**src/rtl/button_conditioner_pkg.sv**
```systemverilog
// Shared constants and types for the push-button conditioning path.
// Bit indices match the game_top button_i layout.
package button_conditioner_pkg;

    localparam int BTN_NUM   = 5;
    localparam int BTN_MID   = 4;
    localparam int BTN_LEFT  = 3;
    localparam int BTN_RIGHT = 2;
    localparam int BTN_UP    = 1;
    localparam int BTN_DOWN  = 0;

    localparam int DEF_DEBOUNCE_CYCLES = 2_000_000;
    localparam int DEF_REPEAT_DELAY    = 50_000_000;
    localparam int DEF_REPEAT_PERIOD   = 15_000_000;
    localparam logic [BTN_NUM-1:0] DEF_REPEAT_MASK = 5'b01111;

    typedef enum logic [1:0] {
        RPT_IDLE,
        RPT_HOLD,
        RPT_REPEAT
    } rpt_state_e;

    function automatic int max_int(input int a, input int b);
        return (a > b) ? a : b;
    endfunction

endpackage

```
**src/rtl/button_channel.sv**
```systemverilog
// One button: 2-flop synchroniser, debounce, press one-shot and optional auto-repeat.
// Every output is a flop; the raw pin only reaches logic through the synchroniser.
module button_channel
    import button_conditioner_pkg::*;
#(
    parameter int DEBOUNCE_CYCLES = DEF_DEBOUNCE_CYCLES,
    parameter int REPEAT_DELAY    = DEF_REPEAT_DELAY,
    parameter int REPEAT_PERIOD   = DEF_REPEAT_PERIOD,
    parameter bit REPEAT_EN       = 1'b1
) (
    input  logic clk,
    input  logic rst_n,
    input  logic raw,
    output logic pulse,
    output logic level
);

    localparam int CNT_W = $clog2(DEBOUNCE_CYCLES);
    localparam int TMR_W = max_int($clog2(REPEAT_DELAY), $clog2(REPEAT_PERIOD));
    localparam logic [CNT_W-1:0] CNT_LAST    = CNT_W'(DEBOUNCE_CYCLES - 1);
    localparam logic [TMR_W-1:0] DELAY_LAST  = TMR_W'(REPEAT_DELAY - 1);
    localparam logic [TMR_W-1:0] PERIOD_LAST = TMR_W'(REPEAT_PERIOD - 1);

    logic             sync_p0, sync_p1;
    logic [CNT_W-1:0] cnt, cnt_nxt;
    logic             level_nxt;
    rpt_state_e       state, state_nxt;
    logic [TMR_W-1:0] tmr, tmr_nxt;
    logic             pulse_nxt;

    // Debounce: level flips only after DEBOUNCE_CYCLES consecutive disagreeing samples
    always_comb begin
        level_nxt = level;
        cnt_nxt   = '0;
        if (sync_p1 != level) begin
            if (cnt == CNT_LAST) begin
                level_nxt = sync_p1;
            end else begin
                cnt_nxt = cnt + CNT_W'(1);
            end
        end
    end

    // Pulse/repeat decisions use the level being registered this edge, so a
    // release never coincides with a repeat pulse
    always_comb begin
        state_nxt = state;
        tmr_nxt   = tmr;
        pulse_nxt = 1'b0;
        if (!level_nxt) begin
            state_nxt = RPT_IDLE;
            tmr_nxt   = '0;
        end else begin
            case (state)
                RPT_IDLE: begin
                    if (!level) begin
                        pulse_nxt = 1'b1;
                        tmr_nxt   = '0;
                        if (REPEAT_EN) state_nxt = RPT_HOLD;
                    end
                end
                RPT_HOLD: begin
                    if (tmr == DELAY_LAST) begin
                        pulse_nxt = 1'b1;
                        tmr_nxt   = '0;
                        state_nxt = RPT_REPEAT;
                    end else begin
                        tmr_nxt = tmr + TMR_W'(1);
                    end
                end
                RPT_REPEAT: begin
                    if (tmr == PERIOD_LAST) begin
                        pulse_nxt = 1'b1;
                        tmr_nxt   = '0;
                    end else begin
                        tmr_nxt = tmr + TMR_W'(1);
                    end
                end
                default: begin
                    state_nxt = RPT_IDLE;
                    tmr_nxt   = '0;
                end
            endcase
        end
    end

    always_ff @(posedge clk) begin
        if (!rst_n) begin
            sync_p0 <= 1'b0;
            sync_p1 <= 1'b0;
            cnt     <= '0;
            level   <= 1'b0;
            state   <= RPT_IDLE;
            tmr     <= '0;
            pulse   <= 1'b0;
        end else begin
            sync_p0 <= raw;
            sync_p1 <= sync_p0;
            cnt     <= cnt_nxt;
            level   <= level_nxt;
            state   <= state_nxt;
            tmr     <= tmr_nxt;
            pulse   <= pulse_nxt;
        end
    end

endmodule

```
**src/rtl/button_conditioner.sv**
```systemverilog
// Conditions the five board push-buttons into single-cycle pulses for game_top.button_i.
// Pure wiring: one button_channel per pin, repeat enabled per REPEAT_MASK bit.
module button_conditioner
    import button_conditioner_pkg::*;
#(
    parameter int DEBOUNCE_CYCLES = DEF_DEBOUNCE_CYCLES,
    parameter int REPEAT_DELAY    = DEF_REPEAT_DELAY,
    parameter int REPEAT_PERIOD   = DEF_REPEAT_PERIOD,
    parameter logic [BTN_NUM-1:0] REPEAT_MASK = DEF_REPEAT_MASK
) (
    input  logic               clk,
    input  logic               rst_n,
    input  logic [BTN_NUM-1:0] button_raw_i,
    output logic [BTN_NUM-1:0] button_o,
    output logic [BTN_NUM-1:0] button_level_o
);

    for (genvar i = 0; i < BTN_NUM; i++) begin : g_ch
        button_channel #(
            .DEBOUNCE_CYCLES (DEBOUNCE_CYCLES),
            .REPEAT_DELAY    (REPEAT_DELAY),
            .REPEAT_PERIOD   (REPEAT_PERIOD),
            .REPEAT_EN       (REPEAT_MASK[i])
        ) u_ch (
            .clk   (clk),
            .rst_n (rst_n),
            .raw   (button_raw_i[i]),
            .pulse (button_o[i]),
            .level (button_level_o[i])
        );
    end

endmodule

```
**config.mk**
```make
export PLATFORM = sky130hd
export DESIGN_NAME = button_conditioner
export DESIGN_NICKNAME = d
export VERILOG_FILES = /design/src/rtl/button_conditioner_pkg.sv /design/src/rtl/button_channel.sv /design/src/rtl/button_conditioner.sv
export SDC_FILE = /design/constraint.sdc
export NUM_CORES = 1
export LEC_CHECK = 0
export ABC_AREA = 1
export CAP_MARGIN = 20
export CORE_MARGIN = 2
export CORE_UTILIZATION = 69
export DETAILED_ROUTE_END_ITERATION = 10
export PLACE_DENSITY = 0.85
export SLEW_MARGIN = 40
export SYNTH_ARGS = -nofsm -noshare
export SYNTH_HDL_FRONTEND = slang
export SYNTH_SLANG_ARGS = --single-unit
```
**constraint.sdc**
```tcl
create_clock -name clk -period 5.1 [get_ports clk]
set_input_delay 1.02 -clock clk [delete_from_list [all_inputs] [get_ports clk]]
set_output_delay 1.02 -clock clk [all_outputs]
set_load 0.05 [all_outputs]
```
==> flow_summary.toml <==
[outcome]
status = "finished clean"

[route]
antenna_left = 0
drt_iter0_drc = 953
routed-via-count = 13628
drc = 0
firstDrtPassIters = 6
viasPerCell = 5.48
wl_per_cell_um = 13.0
drt_wl_total_um = 32200

[flow_run]
max_cap_viol_count = 0

[finish]
fillers = 1625
area_delta_synth_final_pct = 7.15
final_util_pct = 75.0
drive_gt1_share_pct = 6.04
final_nets = 2239
n_antenna_cell = 0

[logic_synthesis]
synth_area_leaders = "dfxtp_1 (34%), nand2_1 (16%), nor2_1 (8.7%)"
synth-compound-area-share_pct = 8.90
syn_area_per_cell_um2 = 6.38
ys_seq_area_share_pct = 33.7
yosys.area.top_type = "dfxtp_1"
muxShareOfSynthArea_pct = 0
ys_seq_elements = 237
synthXorXnorAreaFrac_pct = 3.67
yosysWarnings = 0
syn_nets = 2247
synth_top_family_by_area = "simple AND/OR/NAND/NOR gates"
synth_edf_count = 0
synth_cell_type_count = 44
post_synth_instance_area_um2 = 14100
synthFlopType = "dfxtp_1"
synth-simple-area-share_pct = 40.5
synth_top_area_share_pct = 33.7
syn_inst = 2207
synthAdderAreaFrac_pct = 2.93
async_reset_ff_share_pct = 0

[worst_setup_path]
critPathRequiredTime_ns = 4.08
start_kind = "flop"
path_delay_family = "buffers and inverters"
reg2reg_from = "g_ch[3].u_ch.state[1]"
critical_path_arrival_ns = 1.83
path_cells = "clkdlybuf4s50_1"
cp_slowest_cell = "clkdlybuf4s50_1"
cpPeakStageDelay_ns = 0.86
crit_type = "flop to output pin"
end_kind = "output pin"
setup.worst_path.start = "g_ch[1].u_ch.level"
path_buf_inv = 1
crit_fanout = 6

[placed_design]
preCtsSetupSlack_ns = 2.33
gp_congestion = 0.949
dp_hpwl_um = 22100
port_buffers = 16

[clocking]
clk_pin_slew_ns = 0.06
clock_latency_ns = 0.53
cts-buffers-inserted = 26
cts_max_level = 1
clockBufferDepth = 3
root_buffer = "clkbuf_16"
postCtsSetupBuffers = 0
cts_tree = "done"
cts_hold_buf = 0
cts_sinks = 237
cts.repair.resized = 0

[hold_path]
hold_class = "flop to flop"
hold_start = "g_ch[2].u_ch.sync_p0"

[grt]
grt_pass1_wl_um = 55600
antenna_found_initial = 0
track_usage_pct = 29.6
grt-ovfl-total = 0
grt_pass1_vias = 12971
grt_max_degree = 28

[power_and_ir_drop]
p_leak_nw = 5.42
p_seq_share_pct = 49.8
comb_power_share_pct = 0.7
pwr-share-clk_pct = 49.6
power_per_cell_area_nw_per_um2 = 248
internal_power_mw = 2.97
ir_worst_vdd_mv = 0.271
netSwitchingFraction_pct = 20.5
p_sw_uw = 767

[timing]
relSlewSlack_pct = 46.4
report.final.slew_viol_count = 0
layout_setup_ws_ns = 2.25
worstMarginPinSlew_ns = 0.798
hold_viol = 0
finClkSkew_ns = 0.00850
tns_ns = 0
period_share_pct = 55.9
rsz0062_at_grt = "no"
holdWs_ns = 0.421
fin_crit_ns = 2.85
setup_viol = 0
fmax_mhz = 350

[floorplan]
coreArea_um2 = 20100
rows = 52
die_h_um = 147
dieArea_um2 = 21600
die_w_um = 147
io_pins = 17
initial_core_util_pct = 70.0
## worst paths after layout
check,to,slack [ns],cells past startpoint
worst max-delay path,button_level_o[1],2.25,1
worst min-delay path,g_ch[2].u_ch.sync_p1,0.42,2
worst max register to register,g_ch[3].u_ch.tmr[5],2.36,7
worst min register to register,g_ch[2].u_ch.sync_p1,0.42,2
## logic make-up (layout without fill, tap and decap cells)
| family | count (synthesis) | count (layout) |
|---|---|---|
| fa+ha+maj | 33 | 33 |
| compound gates | 232 | 232 |
| xor+xnor | 59 | 59 |
| flops | 237 | 237 |
| buf+inv | 342 | 352 |
| simple gates | 1304 | 1304 |
## metrics by stage
step | cells | power (mW) | area (µm²)
after CTS | 2487 | 3.77 | 15100
after detailed placement | 2441 | 1.92 | 14200
final | 2487 | 3.74 | 15100
after global routing | 2487 | 3.84 | 15100
after global placement | 2441 | 1.92 | 14200
after floorplan | 2207 | 1.91 | 14100
## Yosys cell counts (2+ instances only)
library cell and number:
nor3b_1 15, nor4_1 4, xnor2_1 11, buf_6 15
ha_1 33, or2_2 11, o21bai_1 4, inv_2 6
nand3_1 188, nand2_1 598, clkinv_1 4, and3_1 2
clkbuf_1 13, inv_1 278, a21oi_1 162, nor2_1 325
a21oi_2 12, and2_1 2, nand3_2 4, o21ai_0 35
buf_4 10, buf_2 15, dfxtp_1 237, nor2_2 23
o21ai_1 2, o2111ai_1 2, nand2_2 17, nor2_4 6
a211oi_1 2, xor2_1 48, o21a_1 4, nand4_1 40
nor3_1 44, nand3b_1 14, nand3_4 2, nand2_4 3
nor3_2 3, a31oi_1 7
## cell type report
type | instances | area [µm²] | area share [%]
clock buffer | 42 | 832 | 5.52
clock inverter | 4 | 22.5 | 0.149
inverter | 288 | 1080 | 7.17
multi-input combinational | 1628 | 7890 | 52.3
sequential | 237 | 4740 | 31.5
tap | 270 | 338 | 2.24
timing repair buffer | 18 | 170 | 1.13
## flip-flops by register name, indices dropped and copies added, names as in the netlist
register and flops:
g_ch.u_ch.state 8, g_ch.u_ch.tmr 104, g_ch.u_ch.sync_p0 5, g_ch.u_ch.level 5, g_ch.u_ch.sync_p1 5, g_ch.u_ch.cnt 105, g_ch.u_ch.pulse 5
## power by group through the flow
stage / sequential [mW] / clock, mW / combinational [mW]
floorplan: 1.90 / 0 / 0.0149
global placement: 1.90 / 0 / 0.0234
detailed placement: 1.90 / 0 / 0.0237
CTS: 1.86 / 1.88 / 0.0242
global route: 1.86 / 1.95 / 0.0272
finish: 1.86 / 1.85 / 0.0243
## cell usage in the layout (no fill, tap or decap), types with 17 or more instances in the layout
cell       Yosys  final
xor2_1        48     48
nand4_1       40     40
ha_1          33     33
nor2_1       325    325
dfxtp_1      237    237
clkbuf_16      0     27
nand2_2       17     17
nor3_1        44     44
nand3_1      188    187
nand2_1      598    598
o21ai_0       35     35
nor2_2        23     21
inv_1        278    278
a21oi_1      162    162
## metal layers
metal  routed length [µm]  GRT usage [%]  vias to the layer above
met5                    0              0                        -
met4                  779           9.90                        0
met3                 1410           3.04                       73
met2                15900           54.7                      338
met1                14100           35.8                     6241
li1                     -              -                     6976
Note: power is estimated with default switching activity, not from simulation.
